## src/rtl/a2d_spi_master.sv

```systemverilog
// SPI master for a 12-bit ADC. A conversion is two 16-bit transfers separated
// by a 32-clk slave-select gap. The first response is discarded, and the low
// 12 bits of the second response become the result. SCLK runs at clk/32,
// idles high, falls at div==16 and rises at div==31, where MISO is sampled.
module a2d_spi_master (
    input  logic        clk,
    input  logic        rst,
    input  logic        strt_cnv,
    input  logic [2:0]  chnnl,
    input  logic        MISO,
    output logic        cnv_cmplt,
    output logic [11:0] res,
    output logic        A2D_SS_n,
    output logic        SCLK,
    output logic        MOSI
);

    typedef enum logic [1:0] {
        StIdle,
        StXfer1,
        StGap,
        StXfer2
    } state_e;

    state_e      state_q, state_d;
    logic [4:0]  div_q, div_d;
    logic [3:0]  bit_cnt_q, bit_cnt_d;
    logic [15:0] shreg_q, shreg_d;
    logic [2:0]  chnnl_q, chnnl_d;
    logic        ss_n_q, ss_n_d;
    logic        sclk_q, sclk_d;
    logic        cnv_cmplt_q, cnv_cmplt_d;
    logic [11:0] res_q, res_d;

    logic in_xfer;
    logic shift_evt;
    logic last_bit;

    assign in_xfer   = (state_q == StXfer1) || (state_q == StXfer2);
    // Shift coincides with the SCLK rising edge at the end of each bit period.
    assign shift_evt = in_xfer && (div_q == 5'd31);
    assign last_bit  = shift_evt && (bit_cnt_q == 4'd15);

    // Next-state logic for the FSM, the divider, the shift path and all outputs.
    always_comb begin
        state_d     = state_q;
        div_d       = div_q;
        bit_cnt_d   = bit_cnt_q;
        shreg_d     = shreg_q;
        chnnl_d     = chnnl_q;
        ss_n_d      = ss_n_q;
        cnv_cmplt_d = cnv_cmplt_q;
        res_d       = res_q;

        if (state_q != StIdle) begin
            div_d = div_q + 5'd1;
        end

        if (shift_evt) begin
            shreg_d   = {shreg_q[14:0], MISO};
            bit_cnt_d = bit_cnt_q + 4'd1;
        end

        unique case (state_q)
            StIdle: begin
                if (strt_cnv) begin
                    chnnl_d     = chnnl;
                    shreg_d     = {2'b00, chnnl, 11'h000};
                    cnv_cmplt_d = 1'b0;
                    div_d       = 5'd0;
                    bit_cnt_d   = 4'd0;
                    ss_n_d      = 1'b0;
                    state_d     = StXfer1;
                end
            end
            StXfer1: begin
                if (last_bit) begin
                    ss_n_d  = 1'b1;
                    state_d = StGap;
                end
            end
            StGap: begin
                // div wrapped to 0 at the end of XFER1, so 31 marks 32 gap clks.
                if (div_q == 5'd31) begin
                    shreg_d = {2'b00, chnnl_q, 11'h000};
                    div_d   = 5'd0;
                    ss_n_d  = 1'b0;
                    state_d = StXfer2;
                end
            end
            StXfer2: begin
                if (last_bit) begin
                    res_d       = {shreg_q[10:0], MISO};
                    cnv_cmplt_d = 1'b1;
                    ss_n_d      = 1'b1;
                    state_d     = StIdle;
                end
            end
            default: state_d = StIdle;
        endcase

        // Registered SCLK: low for the second half of each bit period.
        sclk_d = !(((state_d == StXfer1) || (state_d == StXfer2)) && div_d[4]);
    end

    // State and datapath registers.
    always_ff @(posedge clk or posedge rst) begin
        if (rst) begin
            state_q     <= StIdle;
            div_q       <= 5'd0;
            bit_cnt_q   <= 4'd0;
            shreg_q     <= 16'h8000;
            chnnl_q     <= 3'd0;
            ss_n_q      <= 1'b1;
            sclk_q      <= 1'b1;
            cnv_cmplt_q <= 1'b0;
            res_q       <= 12'h000;
        end else begin
            state_q     <= state_d;
            div_q       <= div_d;
            bit_cnt_q   <= bit_cnt_d;
            shreg_q     <= shreg_d;
            chnnl_q     <= chnnl_d;
            ss_n_q      <= ss_n_d;
            sclk_q      <= sclk_d;
            cnv_cmplt_q <= cnv_cmplt_d;
            res_q       <= res_d;
        end
    end

    assign cnv_cmplt = cnv_cmplt_q;
    assign res       = res_q;
    assign A2D_SS_n  = ss_n_q;
    assign SCLK      = sclk_q;
    assign MOSI      = shreg_q[15];

endmodule

```

## config.mk

```make
export PLATFORM = sky130hd
export DESIGN_NAME = a2d_spi_master
export DESIGN_NICKNAME = d
export VERILOG_FILES = /design/src/rtl/a2d_spi_master.sv
export SDC_FILE = /design/constraint.sdc
export NUM_CORES = 1
export LEC_CHECK = 0
export BUFFER_PORTS_ARGS = -buffer_cell sky130_fd_sc_hd__buf_4
export CAP_MARGIN = 10
export CORE_ASPECT_RATIO = 1.4
export CORE_MARGIN = 2
export CORE_UTILIZATION = 40
export DETAILED_ROUTE_END_ITERATION = 8
export SLEW_MARGIN = 15
export SYNTH_ARGS = -nofsm -noshare
export SYNTH_HDL_FRONTEND = slang
export SYNTH_SLANG_ARGS = --single-unit
```

## constraint.sdc

```tcl
create_clock -name clk -period 5.1 [get_ports clk]
set_input_delay 0.255 -clock clk [delete_from_list [all_inputs] [get_ports clk]]
set_output_delay 0.255 -clock clk [all_outputs]
set_load 0.05 [all_outputs]
```

==> metrics.cfg <==
[clock_network]
cts_buffer_depth=2
hold_buffers=0
cts_num_sinks=45
cts_root_buf=clkbuf_8
cts_buffers=5
htreeDepth=2
post_cts_buffers=0
clk_pin_slew_worst_paths_ps=80
clk_latency_ps=290
cts_resized=0
cts_tree=yes

[worst_setup_path]
slowest_stage=dfrtp_1
path_delay_family=simple AND/OR/NAND/NOR gates
cp.depth=7
cp-startpoint=div_q[0]$_DFF_PP0_
rrSetupSlack_ps=2880
end_kind=register
cp-start-kind=register
path_max_fanout=27
reg2reg_to=res[7]$_DFFE_PP0P_
path_cells=ha_1 -> and3_1 -> ha_1 -> buf_4 -> nand3_1 -> nor2_4 -> mux2_2
cp.arrival_ps=2400
cp_data_required_time_ps=5280
worst-path-buf-inv=1
worstReg2RegStart=div_q[0]$_DFF_PP0_
max_stage_delay_ps=390
cp_common_cell=ha_1
ff2ff_path_depth=7
cp-endpoint=res[7]$_DFFE_PP0P_
worst-setup-path-type=reg2reg

[finish]
fin_nets=189
final_cell_mix=dfrtp_1, buf_4, mux2_2, mux2_1, a22o_1
postLayoutCellArea_um2=2394
layout_commonest_cell=dfrtp_1
antennaDiodeCount=0
area_growth_pct=14.96
layout-drive-gt1-share=0.3278

[die]
die_h_um=89.37
die_area_um2=5806
io_pins=23
dieWidth_um=64.98
row_count=31
start_util=0.4098
coreArea_um2=5081

[place]
port_buffers=22
pre_cts_slack_ps=2854
gp_congestion=0.6736
placed_cell_area_um2=2277
dpl.hpwl_mm=2.596

[timing]
finalCriticalPeriod_ps=2221
setup_viol=0
holdWs_ps=97.11
post-route-period-util=0.4354
tightestPinTransition_ps=561.5
relSlewSlack=0.6257
final_max_slew_viol_count=0
setup_slack_ps=2879
fin_tns_setup_ps=0
fin_skew_ps=5.054
clock.fmax_ghz=0.4503
report.final.hold_viol_count=0
rsz0062_at_grt=no

[run_status]
run_status=finished, final reports clean

[routing]
wl_mm=3.791
route.vias.total=1320
first_iter_violations=59
drtPass1Iterations=4
drc_errors=0
viasPerCell=5.366
ant_nets=0
wl_per_cell_um=15.41

[global_routing]
grt_overflow=0
grt_max_degree=46
grt_pass1_wl_mm=6.368
track_usage=0.1482
grt_antenna_before_repair=0
first_global_vias=1322

[pwr]
power.density_nw_per_um2=423.2
p_leak_nw=1.130
ir_drop_v=0.0002371

[yosys]
avgSynthCellArea_um2=13.35
ys_seq_area_frac=0.5427
synth_area_leader_cell=dfrtp_1
ys.flop_type=dfrtp_1
synth-seq-cells=45
yosys.area.top_type_share=0.5048
ys_warn_count=0
async_flop_share=1.000
syn-num-nets=166
synth_edf_count=0
synth_cells=156
synth_area_leaders=dfrtp_1, mux2_2, mux2_1, a22o_1, dfstp_2
synth.distinct_cells=39
syn_area_um2=2082

[min_path]
hold_class=in2async

[run]
drv_cap=0

sequential cells by signal (all words and copies together) (netlist names):
| signal | cells |
|---|---|
| cnv_cmplt | 1 |
| A2D_SS_n | 1 |
| res | 12 |
| div_q | 5 |
| bit_cnt_q | 4 |
| chnnl_q | 3 |
| SCLK | 1 |
| state_q | 2 |
| shreg_q | 16 |
cell families after synthesis:
family                     Yosys count  share of synthesized area
adders and majority gates            3                    0.01803
muxes                               29                     0.1581
and+or+nand+nor                     31                    0.09796
xor gates and xnor gates             5                    0.02103
buffers and inverters               11                    0.03966
DFF                                 45                     0.5427
AOI/OAI and AO/OA                   32                     0.1226
stage by stage:
stage / util / instances / power (mW)
finish: 0.4711 / 246 / 1.013
global route: 0.4711 / 246 / 1.075
CTS: 0.4711 / 246 / 1.030
detailed placement: 0.4482 / 238 / 0.7491
global placement: 0.4482 / 238 / 0.7315
floorplan: - / 156 / 0.6891
where the power goes:
group / total, mW / switching [mW] / leakage [nW] / internal (mW)
clock: 0.273 / 0.113 / 0.0585 / 0.160
combinational: 0.238 / 0.120 / 0.489 / 0.118
sequential: 0.502 / 0.0664 / 0.582 / 0.436
total: 1.01 / 0.300 / 1.13 / 0.713
metal layers:
layer,GRT usage,up-vias,routed length (um)
li1,-,628,-
met1,0.1668,657,1543
met2,0.2559,30,1994
met3,0.03526,5,156
met4,0.08704,0,97
met5,0,-,0
tightest hold or removal path, delay by kind of cell:
family	cells	cell delay (ps)
buffers and inverters	3	600
Yosys cell counts, drive strengths merged (3+ instances only):
library cell   n
buf            9
xor2           4
ha             3
dfrtp         42
a22o          12
nand3          8
dfstp          3
o21ai          4
nor2           6
a32o           3
a21oi          4
nand2          6
a221o          3
mux2          28
worst min-delay path by stage:
stage             start                endpoint  cells after the start
6_report            rst    shreg_q[4]$_DFF_PP0_                      3
5_1_grt             rst    shreg_q[4]$_DFF_PP0_                      3
4_1_cts             rst    shreg_q[4]$_DFF_PP0_                      3
3_5_place_dp        rst    shreg_q[4]$_DFF_PP0_                      3
3_3_place_gp        rst      res[6]$_DFFE_PP0P_                      3
2_1_floorplan  chnnl[0]  chnnl_q[0]$_DFFE_PP0P_                      1
cell type report:
type                    instances  area (um2)
clock buffers                   7       86.33
clock inverters                 1       30.03
fillers                       474        2688
inverters                       2       7.507
multi-input cells             100       869.6
flip-flops and latches         45        1130
well taps                      66       82.58
repair buffers                 25       187.7
(Power assumes the default switching activity.)
